File: src/rtl/pc_jump_ctrl.sv
// Control-flow writer for the PC overwrite port: JMP/CALL/RET with a return-address LIFO.
// Optional macro PC_JUMP_ERR_STICKY_EN makes the error flags latch until i_err_clr.
module pc_jump_ctrl #(
    parameter int SIZE  = 5,
    parameter int DEPTH = 4,
    localparam int PTR_W = $clog2(DEPTH + 1)
) (
    input  logic             clk,
    input  logic             rstn,
    input  logic             i_jmp,
    input  logic             i_call,
    input  logic             i_ret,
    input  logic [SIZE-1:0]  i_target,
    input  logic [SIZE-1:0]  i_pc_val,
    input  logic             i_err_clr,
    output logic             o_pc_overwrite,
    output logic [SIZE-1:0]  o_pc_new_val,
    output logic             o_pc_inc_hold,
    output logic [PTR_W-1:0] o_stack_depth,
    output logic             o_stack_full,
    output logic             o_stack_empty,
    output logic             o_err_ovf,
    output logic             o_err_unf,
    output logic             o_err_target
);

    localparam logic [SIZE-1:0]  MAX_VAL  = '1;
    localparam logic [SIZE-1:0]  PC_ONE   = SIZE'(1);
    localparam logic [PTR_W-1:0] PTR_ONE  = PTR_W'(1);
    localparam logic [PTR_W-1:0] PTR_FULL = PTR_W'(DEPTH);

    logic [SIZE-1:0]  r_stack [DEPTH];
    logic [PTR_W-1:0] r_depth;
    logic             r_overwrite;
    logic [SIZE-1:0]  r_new_val;
    logic             r_err_ovf;
    logic             r_err_unf;
    logic             r_err_target;

    logic             w_do_call;
    logic             w_do_ret;
    logic             w_do_jmp;
    logic             w_full;
    logic             w_empty;
    logic [SIZE-1:0]  w_pop_val;
    logic [SIZE-1:0]  w_push_val;
    logic             w_push;
    logic             w_pop;
    logic             w_ovr;
    logic [SIZE-1:0]  w_ovr_val;
    logic             w_ev_ovf;
    logic             w_ev_unf;
    logic             w_ev_target;

    // Priority call > ret > jmp; losers are simply ignored.
    assign w_do_call  = i_call;
    assign w_do_ret   = i_ret & ~i_call;
    assign w_do_jmp   = i_jmp & ~i_call & ~i_ret;

    assign w_full     = (r_depth == PTR_FULL);
    assign w_empty    = (r_depth == '0);
    assign w_push_val = i_pc_val + PC_ONE;

    always_comb begin
        w_pop_val = '0;
        for (int i = 0; i < DEPTH; i++) begin
            if (r_depth == PTR_W'(i + 1)) begin
                w_pop_val = r_stack[i];
            end
        end
    end

    always_comb begin
        w_push      = 1'b0;
        w_pop       = 1'b0;
        w_ovr       = 1'b0;
        w_ovr_val   = '0;
        w_ev_ovf    = 1'b0;
        w_ev_unf    = 1'b0;
        w_ev_target = 1'b0;
        if (w_do_call) begin
            if (w_full) begin
                w_ev_ovf = 1'b1;
            end else if (i_target == MAX_VAL) begin
                w_ev_target = 1'b1;
            end else begin
                w_push    = 1'b1;
                w_ovr     = 1'b1;
                w_ovr_val = i_target;
            end
        end else if (w_do_ret) begin
            if (w_empty) begin
                w_ev_unf = 1'b1;
            end else begin
                // The entry is consumed even when its address is unusable.
                w_pop = 1'b1;
                if (w_pop_val == MAX_VAL) begin
                    w_ev_target = 1'b1;
                end else begin
                    w_ovr     = 1'b1;
                    w_ovr_val = w_pop_val;
                end
            end
        end else if (w_do_jmp) begin
            if (i_target == MAX_VAL) begin
                w_ev_target = 1'b1;
            end else begin
                w_ovr     = 1'b1;
                w_ovr_val = i_target;
            end
        end
    end

    always_ff @(posedge clk) begin
        for (int i = 0; i < DEPTH; i++) begin
            if (w_push && (r_depth == PTR_W'(i))) begin
                r_stack[i] <= w_push_val;
            end
        end
    end

    always_ff @(posedge clk or negedge rstn) begin
        if (!rstn) begin
            r_depth     <= '0;
            r_overwrite <= 1'b0;
            r_new_val   <= '0;
        end else begin
            if (w_push && !w_full) begin
                r_depth <= r_depth + PTR_ONE;
            end else if (w_pop && !w_empty) begin
                r_depth <= r_depth - PTR_ONE;
            end
            r_overwrite <= w_ovr;
            r_new_val   <= w_ovr_val;
        end
    end

`ifdef PC_JUMP_ERR_STICKY_EN
    // A fresh error in the clearing cycle takes precedence over the clear.
    always_ff @(posedge clk or negedge rstn) begin
        if (!rstn) begin
            r_err_ovf    <= 1'b0;
            r_err_unf    <= 1'b0;
            r_err_target <= 1'b0;
        end else begin
            r_err_ovf    <= w_ev_ovf    | (r_err_ovf    & ~i_err_clr);
            r_err_unf    <= w_ev_unf    | (r_err_unf    & ~i_err_clr);
            r_err_target <= w_ev_target | (r_err_target & ~i_err_clr);
        end
    end
`else
    logic w_unused_err_clr;
    assign w_unused_err_clr = i_err_clr;

    always_ff @(posedge clk or negedge rstn) begin
        if (!rstn) begin
            r_err_ovf    <= 1'b0;
            r_err_unf    <= 1'b0;
            r_err_target <= 1'b0;
        end else begin
            r_err_ovf    <= w_ev_ovf;
            r_err_unf    <= w_ev_unf;
            r_err_target <= w_ev_target;
        end
    end
`endif

    assign o_pc_overwrite = r_overwrite;
    assign o_pc_new_val   = r_new_val;
    assign o_pc_inc_hold  = r_overwrite;
    assign o_stack_depth  = r_depth;
    assign o_stack_full   = w_full;
    assign o_stack_empty  = w_empty;
    assign o_err_ovf      = r_err_ovf;
    assign o_err_unf      = r_err_unf;
    assign o_err_target   = r_err_target;

endmodule

File: config.mk
export PLATFORM = sky130hd
export DESIGN_NAME = pc_jump_ctrl
export DESIGN_NICKNAME = d
export VERILOG_FILES = /design/src/rtl/pc_jump_ctrl.sv
export SDC_FILE = /design/constraint.sdc
export NUM_CORES = 1
export LEC_CHECK = 0
export ABC_AREA = 0
export CAP_MARGIN = 30
export CORE_MARGIN = 4
export CORE_UTILIZATION = 53
export CTS_BUF_LIST = sky130_fd_sc_hd__clkbuf_8
export DETAILED_ROUTE_END_ITERATION = 8
export PLACE_DENSITY = 0.86
export SLEW_MARGIN = 40
export SYNTH_ARGS = -nofsm -noshare
export SYNTH_HDL_FRONTEND = slang
export SYNTH_SLANG_ARGS = --single-unit
File: constraint.sdc
create_clock -name clk -period 2.5 [get_ports clk]
set_input_delay 0.5 -clock clk [delete_from_list [all_inputs] [get_ports clk]]
set_output_delay 0.5 -clock clk [all_outputs]
set_load 0.01 [all_outputs]
; ---- Word-level counts from Yosys, hierarchy flattened
; Memory sizes are Yosys's and may differ from the RTL's.
; Cells that the tools add are included.
; Widths: inputs -> output; s select.
[totals]
in_bits = 16
output_inout_bits = 15
ramBits = 20
reg_bits = 12
memories = 1
wordCells = 87
[mem_list]
columns = memory, depth, width, read_ports, rd_clocked_by_memory_dff, write_ports, line
row1 = r_stack, 4, 5, 4, 0, 1, 32  ; logic [SIZE-1:0] r_stack [DEPTH];
[classes]
n_reduce_logical = 13
addsub = 3
n_mux = 53
bitwise_logic = 5
eq_ne = 6
[op_table]
columns = operator, n
row1 = $mux 5, 14
row2 = $mux 1, 34
row3 = $reduce_or 5->1, 3
row4 = $eq 5x5->1 const B, 2
row5 = $eq 3x2->1 const B, 2
row6 = $logic_and 1x1->1, 6
row7 = $mux 2, 3
row8 = $mux 3, 2
row9 = $add 5x1->5 const B, 1
row10 = $add 3x1->3 const B, 1
row11 = $and 1x1->1, 3
row12 = $eq 3x1->1 const B, 1
row13 = $eq 3x3->1 const B, 1
row14 = $logic_not 3->1, 1
row15 = $sub 3x1->3 const B, 1
row16 = $logic_not 1->1, 2
row17 = $not 1->1, 2
row18 = $reduce_bool 2->1, 1

; ---- Logic depth before layout (Yosys ltp)
[logic_depth]
ltp_word = 11
depth_mapped = 9
ltp_nobuf = 8

; ---- Worst setup path before layout
; Ideal clock, no wire load.
[synth_path]
path_kind = register to register
start = register r_depth[2] (netlist: o_stack_depth[2])
end = register r_new_val[1] (netlist: o_pc_new_val[1])
t_arrival_ns = 2.168
t_required_ns = 2.378
slack_ns = 0.210
synth_period_minus_slack_ns = 2.290
setup_time_ns = 0.122
stages_incl_launch_ff = 10
n_path_buf = 2
cell_sequence = dfrtp_1 -> buf_2 -> inv_2 -> ha_1 -> buf_2 -> nor4b_4 -> a221oi_1 -> a211oi_2 -> nand3_1 -> a32o_1
[synth_between]
elab_chain_cells = 10
word_cells_on_any_way = 15
cone_classes = eq/ne: 5 / mux: 9 / reduce/logical: 1
[synth_lines]
columns = element, line
row1 = start: declaration, 33  ; logic [PTR_W-1:0] r_depth;
row2 = start signal: assignment, 129  ; r_depth <= r_depth + PTR_ONE;
row3 = start signal: assignment, 131  ; r_depth <= r_depth - PTR_ONE;
row4 = $eq 3x1->1, 67  ; if (r_depth == PTR_W'(i + 1)) begin
row5 = $mux 5 (4 in series), 67
row6 = $eq 5x5->1, 97  ; if (w_pop_val == MAX_VAL) begin
row7 = $mux 5, 97
row8 = $mux 5, 92  ; if (w_empty) begin
row9 = $mux 5, 91  ; end else if (w_do_ret) begin
row10 = $mux 5 *, 81  ; if (w_do_call) begin
row11 = net w_ovr_val[1], 50  ; logic [SIZE-1:0] w_ovr_val;
row12 = end signal: assignment, 134  ; r_new_val <= w_ovr_val;
row13 = end: declaration, 35  ; logic [SIZE-1:0] r_new_val;
; The timed path passes the listed nets; every way through them passes the cells marked *.
; A chain may end at the register's enable or synchronous reset.

; ---- Worst setup path after layout
[layout_path]
start = register r_depth[0] (netlist: o_stack_depth[0])
end = output o_stack_empty
[layout_between]
elab_chain_cells = 1
[layout_lines]
columns = element, line
row1 = $logic_not 3->1, 61  ; assign w_empty = (r_depth == '0);
row2 = end: declaration, 21  ; output logic o_stack_empty,
; Every way passes these cells.

==> out/qor.yml <==
initial_core_util_pct: 55.7
cts-root-buf: "clkbuf_8"
place.gp.congestion: 0.788
cap_viol_max_count: 0
async_reset_ff_share_pct: 37.5
synthCells: 121
cp_slowest_cell: "clkdlybuf4s50_1"
via_per_inst: 5.66
grt_pass1_wl_um: 5200
ir_drop_uv: 755
critical_path.endpoint_type: "output pin"
wl_per_cell_um: 16.7
drc: 0
yosysSeqAreaShare_pct: 58.1
timing.critical_path.mode_cell: "inv_1"
endpoint: "o_stack_empty"
ys_ff_latch: 32
grt_pass1_vias: 1133
place.detailed.hpwl_um: 2440
cts_tree: "done"
setup_tns_ns: 0
synthesis.area_mm2: 0.00155
pwr_density_cell_mw_per_mm2: 1020
startpoint_type: "flip-flop"
synth_ff_type: "edfxtp_1"
overflow: 0
hold_class: "in2async"
syn_nets: 144
worst_pin_slew_ns: 0.616
p_leak_nw: 0.799
htree_levels: 2
numCtsBuffers: 5
clock-sinks: 32
path_depth: 5
grt_max_degree: 13
cp_cell_sequence: "inv_1 > ha_4 > nand2_1 > inv_1 > clkdlybuf4s50_1"
ant_nets: 0
die_x_um: 62.1
grt_antenna_before_repair: 0
hold_viol_final: 0
diodes: 0
arrival_ns: 1.90
required_ns: 2.00
post_route_cells_drive_above_1_share_pct: 16.0
hold_buffers: 0
status: "finished clean"
ios: 31
die_h_um: 62.1
r2r-end: "o_pc_new_val[3]$_DFF_PN0_"
core_mm2: 0.00278
crit_family: "buffers and inverters"
reg2reg_from: "o_stack_depth[0]$_DFFE_PN0P_"
final_common_cell: "clkdlybuf4s50_1"
critical_path_class: "reg2out"
skew_ns: 0.00753
finalNetCount: 184
finalSetupViolations: 0
ys_warn_count: 0
numPortBuffers: 29
wl_um: 3220
ys_types: 38
drtPass1Iterations: 4
drtIter0Drc: 26
die_area_mm2: 0.00385
grt_use_total_pct: 19.0
clk_pin_slew_worst_paths_ns: 0.07
ff2ff_path_depth: 8
vias: 1093
syn_area_per_cell_um2: 12.8
synth-edff-count: 20
fin_util_pct: 72.8
fmax_mhz: 417
final_cell_mix: "clkdlybuf4s50_1 (29), edfxtp_1 (20), dfrtp_1 (12)"
clk_latency_ns: 0.28
rrSetupSlack_ns: 0.20
slew_viol_final: 0
slew_headroom_pct: 58.9
fin_crit_ns: 2.40
rows: 19
clk_path_buf_depth: 2
crit_fanout: 8
cpPeakStageDelay_ns: 0.55
cp_num_buf_inv: 3
worstSetupStartpoint: "o_stack_depth[0]$_DFFE_PN0P_"
area_growth_pct: 30.7
period_share_pct: 96.0
[area by class of cell]
class	instances	area [um2]
inverters	8	30.0
multi-input cells	77	613
clock buffers	5	68.8
fillers	200	756
well taps	31	38.8
repair buffers	37	350
clock inverters	3	23.8
flip-flops and latches	32	901
[synth_stat cells, types with 2 or more instances]
cell type	instances	area share, %
and3_1	2	0.81
mux2i_1	2	1.3
ha_1	7	5.6
buf_2	2	0.65
a221oi_1	2	1.1
a21oi_1	3	0.97
nand2_1	9	2.2
a22o_1	3	1.7
and3b_1	2	1.1
edfxtp_1	20	39
a32o_1	4	2.6
nor3b_1	3	1.5
xnor2_1	4	2.3
nor2_1	10	2.4
a21o_1	2	0.97
inv_1	7	1.7
dfrtp_1	12	19
nand3_1	7	2.3
[worst register-to-register path: stages, from the launching register on]
cell	delay [ns]
dfrtp_1	0.42
ha_1	0.22
ha_2	0.25
nor4b_4	0.31
buf_4	0.17
a221oi_2	0.09
nor4_4	0.35
nand3_1	0.11
a32o_1	0.27
[power by group]
part	internal (mW)	switching [mW]	leakage [nW]
logic	0.455	0.509	0.427
clock network	0.197	0.193	0.0404
registers	0.672	0.0485	0.332
total	1.32	0.751	0.799
[registers in the layout, indices dropped and copies added (netlist names)]
name and cells:
o_stack_depth 3, o_pc_inc_hold 1, o_pc_new_val 5, o_err_target 1
o_err_ovf 1, r_stack 20, o_err_unf 1
[through the flow]
| stage | instances | cell area (um2) | power (mW) | hold WS [ns] | setup slack (ns) |
|---|---|---|---|---|---|
| 2_1_floorplan | 121 | 1550 | 1.31 | 0.204 | 0.210 |
| 3_3_place_gp | 184 | 1910 | 1.61 | 0.616 | 0.211 |
| 3_5_place_dp | 184 | 1910 | 1.65 | 0.633 | 0.154 |
| 4_1_cts | 192 | 2010 | 2.05 | 0.574 | 0.0203 |
| 5_1_grt | 193 | 2030 | 2.22 | 0.602 | -0.00114 |
| 6_report | 193 | 2030 | 2.07 | 0.561 | 0.101 |
[kinds of logic after synthesis]
logic type / after synthesis / synth area share [%]
mux: 2 / 1.29
fa+ha+maj: 7 / 5.65
buf+inv: 12 / 3.31
xor+xnor: 5 / 2.82
simple gates: 40 / 16.1
compound gates: 23 / 12.7
flops: 32 / 58.1
[per-layer routing]
layer  vias up  track usage (%)  share of wire [%]
met5         -                0                  0
met4         0             6.36               0.34
met2        34             33.6                 51
li1        530                -                  -
met1       527             21.4                 41
met3         2             6.40                7.8
[repair_timing]
action / CTS / global route
buffers inserted: 0 / 1
pin swaps: 0 / 2
setup endpoints to repair: 1 / 3
resized for setup: 1 / 2
gates cloned: 0 / 0
[worst min path at each step]
stage,endpoint,slack (ns),cells past startpoint
3_5_place_dp,o_err_unf$_DFF_PN0_,0.63,3
2_1_floorplan,o_err_ovf$_DFF_PN0_,0.20,0
3_3_place_gp,o_err_unf$_DFF_PN0_,0.62,3
4_1_cts,o_pc_new_val[4]$_DFF_PN0_,0.57,1
6_report,o_pc_new_val[4]$_DFF_PN0_,0.56,1
5_1_grt,o_err_unf$_DFF_PN0_,0.60,1
(Power assumes the default switching activity.)
